[config.mk]
export PLATFORM = sky130hd
export DESIGN_NAME = snake_dir_ctrl
export DESIGN_NICKNAME = d
export VERILOG_FILES = /design/src/rtl/snake_dir_ctrl.sv
export SDC_FILE = /design/constraint.sdc
export NUM_CORES = 1
export LEC_CHECK = 0
export CAP_MARGIN = 10
export CORE_MARGIN = 3
export CORE_UTILIZATION = 49
export CTS_BUF_LIST = sky130_fd_sc_hd__clkbuf_4 sky130_fd_sc_hd__clkbuf_8
export DETAILED_ROUTE_END_ITERATION = 16
export PLACE_DENSITY = 0.82
export SETUP_SLACK_MARGIN = 0.3
export SYNTH_ARGS = -nofsm -noshare
export SYNTH_HDL_FRONTEND = slang
export SYNTH_SLANG_ARGS = --single-unit
[constraint.sdc]
create_clock -name clk -period 1.85 [get_ports clk]
set_clock_uncertainty 0.15 [all_clocks]
set_input_delay 0.2775 -clock clk [delete_from_list [all_inputs] [get_ports clk]]
set_output_delay 0.2775 -clock clk [all_outputs]
set_load 0.02 [all_outputs]
[src/rtl/snake_dir_ctrl.sv]
// Snake direction-command controller: button edge detection, run/pause/over FSM,
// and a small queue of pending turns that feeds the heading one turn per game step.
module snake_dir_ctrl #(
  parameter int DEPTH = 2
) (
  input  logic                     clk,
  input  logic                     reset,
  input  logic                     btn_up,
  input  logic                     btn_right,
  input  logic                     btn_down,
  input  logic                     btn_left,
  input  logic                     btn_pause,
  input  logic                     step_tick,
  input  logic                     game_over,
  output logic [1:0]               dir,
  output logic                     dir_changed,
  output logic                     running,
  output logic [$clog2(DEPTH):0]   q_count
);

  localparam int AW = $clog2(DEPTH);
  localparam int CW = AW + 1;
  localparam logic [AW-1:0] PTR_ONE  = AW'(1);
  localparam logic [CW-1:0] CNT_ONE  = CW'(1);
  localparam logic [CW-1:0] FULL_CNT = CW'(DEPTH);

  typedef enum logic [1:0] {
    IDLE   = 2'd0,
    RUN    = 2'd1,
    PAUSED = 2'd2,
    OVER   = 2'd3
  } state_t;

  state_t state, state_nxt;

  // Bit order {pause, left, down, right, up}
  logic [4:0] btn_p0, btn_p1, ev;
  logic       tick_p0, over_p0;

  logic [1:0]    fifo_mem [DEPTH];
  logic [AW-1:0] wr_ptr, rd_ptr, tail_ptr;

  logic       dir_ev, push, pop, full, accept;
  logic [1:0] cand, ref_dir;

  function automatic logic [1:0] opposite(input logic [1:0] d);
    return d + 2'd2;
  endfunction

  function automatic logic is_turn(input logic [1:0] c, input logic [1:0] r);
    return (c != r) && (c != opposite(r));
  endfunction

  // Stage p0: input capture; p1: previous level. Both start high so held buttons stay silent.
  always_ff @(posedge clk) begin
    if (reset) begin
      btn_p0  <= '1;
      btn_p1  <= '1;
      tick_p0 <= 1'b0;
      over_p0 <= 1'b0;
    end else begin
      btn_p0  <= {btn_pause, btn_left, btn_down, btn_right, btn_up};
      btn_p1  <= btn_p0;
      tick_p0 <= step_tick;
      over_p0 <= game_over;
    end
  end

  assign ev       = btn_p0 & ~btn_p1;
  assign dir_ev   = |ev[3:0];
  assign full     = (q_count == FULL_CNT);
  assign tail_ptr = wr_ptr - PTR_ONE;
  assign ref_dir  = (q_count != '0) ? fifo_mem[tail_ptr] : dir;
  assign accept   = dir_ev && is_turn(cand, ref_dir);

  always_comb begin
    cand = 2'd3;
    if (ev[0])      cand = 2'd0;
    else if (ev[1]) cand = 2'd1;
    else if (ev[2]) cand = 2'd2;
  end

  always_comb begin
    state_nxt = state;
    push      = 1'b0;
    pop       = 1'b0;
    case (state)
      IDLE: begin
        push = accept && !full;
        if (ev[4] || dir_ev) state_nxt = RUN;
      end
      RUN: begin
        pop  = tick_p0 && (q_count != '0);
        push = accept && (!full || pop);
        if (over_p0)    state_nxt = OVER;
        else if (ev[4]) state_nxt = PAUSED;
      end
      PAUSED: begin
        if (over_p0)    state_nxt = OVER;
        else if (ev[4]) state_nxt = RUN;
      end
      OVER:    state_nxt = OVER;
      default: state_nxt = IDLE;
    endcase
  end

  // Stage p1: state, queue bookkeeping and heading update
  always_ff @(posedge clk) begin
    if (reset) begin
      state       <= IDLE;
      wr_ptr      <= '0;
      rd_ptr      <= '0;
      q_count     <= '0;
      dir         <= 2'd1;
      dir_changed <= 1'b0;
    end else begin
      state       <= state_nxt;
      dir_changed <= pop;
      if (push) wr_ptr <= wr_ptr + PTR_ONE;
      if (pop) begin
        rd_ptr <= rd_ptr + PTR_ONE;
        dir    <= fifo_mem[rd_ptr];
      end
      case ({push, pop})
        2'b10:   q_count <= q_count + CNT_ONE;
        2'b01:   q_count <= q_count - CNT_ONE;
        default: q_count <= q_count;
      endcase
    end
  end

  always_ff @(posedge clk) begin
    if (push) fifo_mem[wr_ptr] <= cand;
  end

  assign running = (state == RUN);

endmodule

==> run summary, run 1 <==
The run finished, with violations left. The final reports fail on negative setup slack. The largest net degree at the start of global routing is 18. The longest clock path from root to sink contains 2 buffers.

The number of nets in the synthesized netlist is roughly 100. In this run the tool buffered the top-level ports with 14 buffer cells. The die span in y came out at roughly 52 um. The destination of the critical timing path is q_count[1]$_SDFFE_PP0P_. VDD sags by at most between 500 and 600 uV. The wire length of the first global-routing pass is between 3000 and 4000 um.

The number of clock buffers inserted by TritonCTS came out at 3. The total negative slack came out at -0.4083 ns. The clock sink count came out at 25. The starting density of the core came out at between 50% and 60%. The wire length reported by the detailed router came out at between 1500 and 2000 um. For this run, the leading register cell type out of synthesis is sky130_fd_sc_hd__dfxtp_1.

Measured along the x axis, the die boundary spans roughly 52 um. The shortest period the worst path allows came out at around 2 ns. The number of global-route vias before repair is between 700 and 800.

The worst relative slew slack came out at 77.09%. In this run the critical register-to-register path is captured at q_count[1]$_SDFFE_PP0P_. The distinct cell type count of the synthesized netlist came out at 33.

The detailed-route vias per instance is 4.829. The summed area of non-filler cells in the final layout is roughly 0.0014 mm2. The detailed placement HPWL came out at 1308 um. The average wire per cell in the routed design is around 13 um. The antenna violation net count after detailed routing is 0. The arrival time at the worst endpoint came out at 2.11 ns.

A synthesized cell averages between 10 and 15 um2. The highest achievable clock rate is approximately 500 MHz. The worst hold slack is ~0.31 ns. The synthesized design contains 25 register bits.

The initial antenna violation count was 0. The net count of the finished layout is ~140. For this run, the total global-route usage over all layers was measured as between 10% and 20%. Setup violations remaining at the end of the flow were counted as 5. The max-slew violation total from the final report was 0. The row count is 15. The fraction of layout instances using a drive strength above 1 is 46.46%.

The transition time at the pin with the least slew margin is 0.3429 ns. The worst setup path is captured at a flip-flop. From synthesis to final layout, the design area changed by 41.22%. STA classifies the critical path startpoint as a flip-flop.

In this run the number of H-tree levels came out at 1. The global route total overflow is 0. The post-synthesis instance area is between 0.001 and 0.0015 mm2.

After the first detailed-routing iteration, the DRC count stood at 6. The data required time of the critical path came out at 1.95 ns. The largest fanout on the critical path came out at 2. The DRC violation count after routing came out at 0. The number of diodes added for antenna fixing came out at 0.

The routability-driven placement congestion ratio is 0.7966. The register clock-pin slew on the reported worst setup and hold paths is 0.14 ns. The depth of the worst register-to-register path is 8.

The setup path with the least slack is of type reg -> reg. The Yosys step of the flow raised 0 warnings. The analysis attributes to cell leakage a power of 0.5665 nW. Synthesis handed over a netlist of ~90 instances.

The power density over the cells is 713.7 mW/mm2. The total iterations of the first detailed-routing run is 4. For this run, the register share of the synthesized area comes to between 50% and 60%. TritonCTS built the clock tree. Dividing the final minimum period by the clock period gives 108.8%. The worst min-delay path category is reg -> reg.

The clock latency on the worst-skew pair came out at about 0.32 ns. In this run the clock root is driven by a sky130_fd_sc_hd__clkbuf_4. In this run the count of I/O pins placed on the die edge is 15.

The cell area after placement came out at between 0.001 and 0.0015 mm2. The final worst-path setup slack came out at -0.1625 ns. Setup repair after global routing could not meet its margin everywhere. The max capacitance violation total is 0. The post-placement setup slack is -0.1407 ns. The die covers roughly 0.0027 mm2. The via count is around 730. The origin of the worst setup path is fifo_mem[1][0]$_DFFE_PP_. In this run the standard cell core region covers between 0.0015 and 0.002 mm2. In this run the critical register-to-register path is launched from fifo_mem[1][0]$_DFFE_PP_. The count of flip-flops with a built-in enable after synthesis came out at 4. The setup slack of the most critical reg-to-reg path came out at -0.16 ns. For this run, asynchronously set or reset flops after synthesis account for 0%. The hold violation total from the final report came out at 0.
## cell families (layout without fill, tap and decap cells)
| group | count (synthesis) | after routing | synth area share [%] |
|---|---|---|---|
| xor+xnor | 4 | 4 | 4.147 |
| fa+ha+maj | 1 | 1 | 1.219 |
| mux | 3 | 3 | 2.927 |
| simple gates | 37 | 37 | 23.54 |
| compound gates | 14 | 14 | 12.56 |
| flops | 25 | 25 | 52.68 |
| buf+inv | 8 | 43 | 2.927 |
## placed cells by master (no fill, tap or decap), types with 3 or more instances in the layout
| cell | count |
|---|---|
| sky130_fd_sc_hd__or2_2 | 10 |
| sky130_fd_sc_hd__clkbuf_4 | 3 |
| sky130_fd_sc_hd__edfxtp_1 | 4 |
| sky130_fd_sc_hd__clkdlybuf4s50_1 | 8 |
| sky130_fd_sc_hd__buf_6 | 5 |
| sky130_fd_sc_hd__buf_4 | 14 |
| sky130_fd_sc_hd__dfxtp_1 | 16 |
| sky130_fd_sc_hd__nor2_1 | 8 |
| sky130_fd_sc_hd__dlygate4sd2_1 | 3 |
| sky130_fd_sc_hd__inv_1 | 4 |
| sky130_fd_sc_hd__nor2b_1 | 3 |
| sky130_fd_sc_hd__dfxtp_2 | 4 |
## cell usage after synthesis, drive strengths merged, types with 3 or more instances
cell    number  share of area [%]
a211oi       3                2.2
a21oi        5                4.3
dfxtp       21                 41
edfxtp       4                 12
inv          6                2.2
mux2i        3                2.9
nor2         9                3.3
nor2b        5                4.5
nor3         3                2.4
or2         11                7.0
## report_power, final
| part | leakage (nW) | internal, mW | switching (mW) |
|---|---|---|---|
| clock network | 0.0139 | 0.0824 | 0.162 |
| registers | 0.209 | 0.576 | 0.0171 |
| logic | 0.343 | 0.113 | 0.0829 |
## worst max-delay path: stages, from the launching register on
cell	delay, ns
sky130_fd_sc_hd__edfxtp_1	0.45
sky130_fd_sc_hd__mux2i_2	0.26
sky130_fd_sc_hd__a21oi_4	0.10
sky130_fd_sc_hd__xor2_2	0.17
sky130_fd_sc_hd__nand2_2	0.10
sky130_fd_sc_hd__ha_4	0.16
sky130_fd_sc_hd__xnor2_1	0.12
sky130_fd_sc_hd__or3_1	0.30
sky130_fd_sc_hd__a21oi_1	0.12
## per-stage QoR
step           utilization (%)  power, mW  instances
2_1_floorplan                -     0.6918         92
3_3_place_gp             70.24     0.7558        140
3_5_place_dp             70.24     0.7622        140
4_1_cts                  75.69      1.026        150
5_1_grt                  77.98      1.081        152
6_report                 77.98      1.034        152
## flip-flops by register name, indices dropped and copies added (netlist names)
name	cells
btn_p0	5
btn_p1	5
dir	2
dir_changed	1
fifo_mem	4
over_p0	1
q_count	2
rd_ptr	1
state	2
tick_p0	1
wr_ptr	1
## worst min-delay path by stage
stage / start / end / slack (ns) / depth (start not counted)
CTS: btn_p0[4]$_SDFF_PP1_ / btn_p1[4]$_SDFF_PP1_ / 0.31 / 1
floorplan: reset / over_p0$_SDFF_PP0_ / 0.20 / 1
global placement: btn_p0[4]$_SDFF_PP1_ / btn_p1[4]$_SDFF_PP1_ / 0.26 / 1
detailed placement: btn_p0[4]$_SDFF_PP1_ / btn_p1[4]$_SDFF_PP1_ / 0.28 / 1
finish: btn_p0[4]$_SDFF_PP1_ / btn_p1[4]$_SDFF_PP1_ / 0.31 / 1
global route: btn_p0[4]$_SDFF_PP1_ / btn_p1[4]$_SDFF_PP1_ / 0.33 / 1
## area by class of cell
cell class | instances | area (um2)
tap | 25 | 31.28
timing repair buffer | 33 | 307.8
clock buffer | 3 | 22.52
fill | 122 | 409.1
sequential | 25 | 549.3
multi-input combinational | 59 | 508.0
clock inverter | 1 | 7.507
inverter | 6 | 22.52
## layer usage
metal / vias up / wire length (um) / global-route usage, %
met5: - / 0 / 0
li1: 377 / - / -
met1: 342 / 827 / 19.02
met4: 0 / 23 / 7.860
met3: 2 / 62 / 2.579
met2: 13 / 1032 / 32.20
## what timing repair did
item	in CTS	in global routing
gates resized for setup	18	9
pin swaps	6	4
hold buffers	0	0
buffers inserted	6	2
setup endpoints to repair	13	11
No activity file was read; power rests on OpenSTA's default activity.
==> inputs of run 2 (changes only) <==
Settings changed: ABC_CLOCK_PERIOD_IN_PS set to 1850.
==> results of run 2 <==
Same layout as run 1: the final DEF is identical, and so are final timing and power.
==> inputs of run 3 (changes only) <==
Settings changed: CORE_MARGIN 3 to 4, PLACE_DENSITY 0.82 to 0.81.
==> run 3 against run 2 <==
The run still ends with negative setup slack left. Clock power about the same. Utilization fell by 6.6 points. Final area is 2.3% lower. Flip-flop and latch count is the same. Largest cell class unchanged. Largest power group unchanged.
==> run summary, run 3 (synthesis gave the netlist of run 1 again) <==
The run finished, with violations left. The checks that failed: negative setup slack. The total design power is 1.019 mW (-1.5%).

The final worst-path setup slack is -0.1935 ns (-0.03109 ns). The part of the power in combinational logic is 17.7% (-1.3 points). The die width came to 53.76 um (+3.9%). The data required time of the critical path is 1.96 ns (about the same). The starting density of the core is 51.77% (-3.5 points). The power density over the cells is 720.1 mW/mm2 (+0.90%). The fraction of power consumed by the clock network was 24.3% (+0.6 points). The worst relative slew slack is 79.16% (+2.1 points). The detailed placement HPWL came out at 1319 um (+0.87%). The wire length reported by the detailed router was 1732 um (-11%). The number of nets in the final layout came out at 135 (-2.2%). The total of fill cells in the finished design came out at 147 (+20%). The total negative slack came out at -0.3128 ns (+0.09548 ns). The maximum root-to-sink buffer count was 2 (unchanged). The total I/O pin count came out at 15 (unchanged). The number of global-route vias before repair came out at 702 (-7.8%). The static leakage power came out at 0.5510 nW (-2.7%). The reported net switching power came out at 257.7 uW (-1.8%). The origin of the worst setup path is q_count[0]$_SDFFE_PP0P_.

The antenna violation net count after detailed routing came out at 0 (unchanged). The register clock-pin slew on the reported worst setup and hold paths came out at 0.13 ns (about the same). The highest achievable clock rate was 489.3 MHz (-1.5%). The worst setup path is launched from a flip-flop. The total global-route track usage came to 14.52% (-2.8 points).

The via count came out at 712 (-3.0%). The largest registers in the layout are btn_p0: 5 flops, btn_p1: 5 flops, fifo_mem: 4 flops. The core area is 0.001982 mm2 (+6.7%). The area of the die was 0.002890 mm2 (+7.9%).

The layout-stage area growth over the synthesis result is 37.93%. The initial antenna violation count is 0 (unchanged). Setup repair after global routing could not meet its margin everywhere. The cell sitting at the root of the clock tree is a sky130_fd_sc_hd__clkbuf_4. The die span in y is 53.76 um (+3.9%). The routability-driven placement congestion ratio is 0.7910 (-0.70%). The number of design-rule violations left by the first detailed-router iteration is 9 (+3).

The largest fanout on the critical path is 4 (+2). The port buffer count came to 14 (unchanged). The total iterations of the first detailed-routing run is 4 (unchanged).

The final setup violation count is 4 (-1). The shortest period the worst path allows is 2.044 ns (+0.03109 ns). The DRC violation count after routing came out at 0 (unchanged). The global route total overflow came out at 0 (unchanged).

The H-tree depth reported by CTS came out at 1 (unchanged). The transition time at the pin with the least slew margin came out at 0.3126 ns (-0.03029 ns). The hold violation total from the final report came out at 0 (unchanged). The number of cells in the design after placement came out at 142 (+1.4%). The fraction of layout instances using a drive strength above 1 is 44.35% (-2.1 points). The detailed-route vias per instance came out at 4.715 (-2.4%). The hold buffer count at CTS came out at 0 (unchanged). The type of the setup path with the least slack is reg -> reg.

The worst hold path begins at btn_p0[4]$_SDFF_PP1_. The clock tree from TritonCTS is done. The clock sink count came out at 25 (unchanged). The wire length of the first global-routing pass came out at 2953 um (-12%). The average wire per cell in the routed design was 11.47 um (-10%). The area of the multi-input gates came out at 505.5 um2 (-0.49%). The fraction of the core area covered by cells at the end of the flow was 71.40% (-6.6 points).

The top cell types in the final layout, fill and taps aside, are sky130_fd_sc_hd__dfxtp_1, sky130_fd_sc_hd__buf_4, sky130_fd_sc_hd__or2_2. The clock latency on the worst-skew pair came out at 0.32 ns (about the same). The worst voltage drop across the vdd grid was 496.6 uV (-15%).

The total area of sequential cells came out at 549.3 um2 (unchanged). The worst min-delay path category is reg -> reg. The largest net degree at the start of global routing came out at 16 (-2). The max-slew violation total from the final report is 0 (unchanged). The max capacitance violation total is 0 (unchanged).

The number of diodes added for antenna fixing is 0 (unchanged). The internal power summed over all cells is 761.4 uW (-1.4%). The summed area of non-filler cells in the final layout came out at 0.001415 mm2 (-2.3%). The worst register-to-register path begins at q_count[0]$_SDFFE_PP0P_.

The arrival time at the worst endpoint came to 2.15 ns (+0.04 ns). The number of clock buffers inserted by TritonCTS came out at 3 (unchanged). The post-layout instance count excluding filler cells is 151 (-0.66%).

The cell area after placement is 0.001295 mm2 (-0.77%). The critical path endpoint category is a flip-flop. The switching fraction of total power is 25.29% (-0.077 points). The commonest non-fill, non-tap cell in the layout is sky130_fd_sc_hd__dfxtp_1. The row count came out at 16 (+1).

The portion of total power attributed to sequential cells came out at 58.0% (+0.7 points). The final clock period utilization by the worst path came out at 110.5% (+1.7 points).
## run 3: cell types whose count changed in the layout (fill, tap and decap cells not counted), moves of 2 or more
| cell | previous run | this run |
|---|---|---|
| sky130_fd_sc_hd__a21oi_2 | 1 | 3 |
| sky130_fd_sc_hd__dfxtp_1 | 16 | 18 |
| sky130_fd_sc_hd__dfxtp_2 | 4 | 1 |
| sky130_fd_sc_hd__buf_4 | 14 | 11 |
## run 3: per-layer routing
metal  share of wire, %  GRT usage (%)  vias to the layer above
met4                1.3          5.106                        0
met2                 52          27.02                       18
met1                 40          15.81                      321
met3                5.9          3.324                        2
li1                   -              -                      371
met5                  0              0                        -
## run 3: cell type report
cell class	count	share of cell area, %
Clock inverter	1	0.5305
Tap cell	27	2.387
Multi-Input combinational cell	59	35.72
Inverter	6	1.592
Sequential cell	25	38.82
Clock buffer	3	1.592
Timing Repair Buffer	30	19.36
## run 3: metrics by stage
| stage | hold WS [ns] | worst slack [ns] |
|---|---|---|
| 2_1_floorplan | 0.1991 | -0.1351 |
| 3_3_place_gp | 0.2656 | -0.07166 |
| 3_5_place_dp | 0.2760 | -0.1469 |
| 4_1_cts | 0.3137 | -0.1620 |
| 5_1_grt | 0.3257 | -0.3147 |
| 6_report | 0.3116 | -0.1935 |
## run 3: power by group through the flow
stage | registers (mW) | logic, mW | clock network [mW]
finish | 0.592 | 0.180 | 0.248
global route | 0.595 | 0.197 | 0.285
detailed placement | 0.604 | 0.155 | 0
CTS | 0.592 | 0.168 | 0.254
floorplan | 0.606 | 0.0854 | 0
global placement | 0.602 | 0.150 | 0
## run 3: worst paths after layout
kind                              to  slack (ns)  depth (start not counted)
max          q_count[1]$_SDFFE_PP0P_       -0.19                          8
min             btn_p1[4]$_SDFF_PP1_        0.31                          1
max reg2reg  q_count[1]$_SDFFE_PP0P_       -0.19                          8
min reg2reg     btn_p1[4]$_SDFF_PP1_        0.31                          1
## run 3: worst max-delay path, stage by stage, from the launching register on
cell and delay, ns:
sky130_fd_sc_hd__dfxtp_4 0.38, sky130_fd_sc_hd__or2_4 0.26, sky130_fd_sc_hd__a21oi_4 0.16, sky130_fd_sc_hd__xor2_2 0.20
sky130_fd_sc_hd__nand2_2 0.10, sky130_fd_sc_hd__ha_4 0.17, sky130_fd_sc_hd__xnor2_2 0.12, sky130_fd_sc_hd__or3_4 0.33
sky130_fd_sc_hd__a21oi_2 0.11
## run 3: what timing repair did
item	CTS	global route
gates resized for setup	12	8
setup buffers	3	2
endpoints found under the setup margin	13	11
pin swaps	4	1
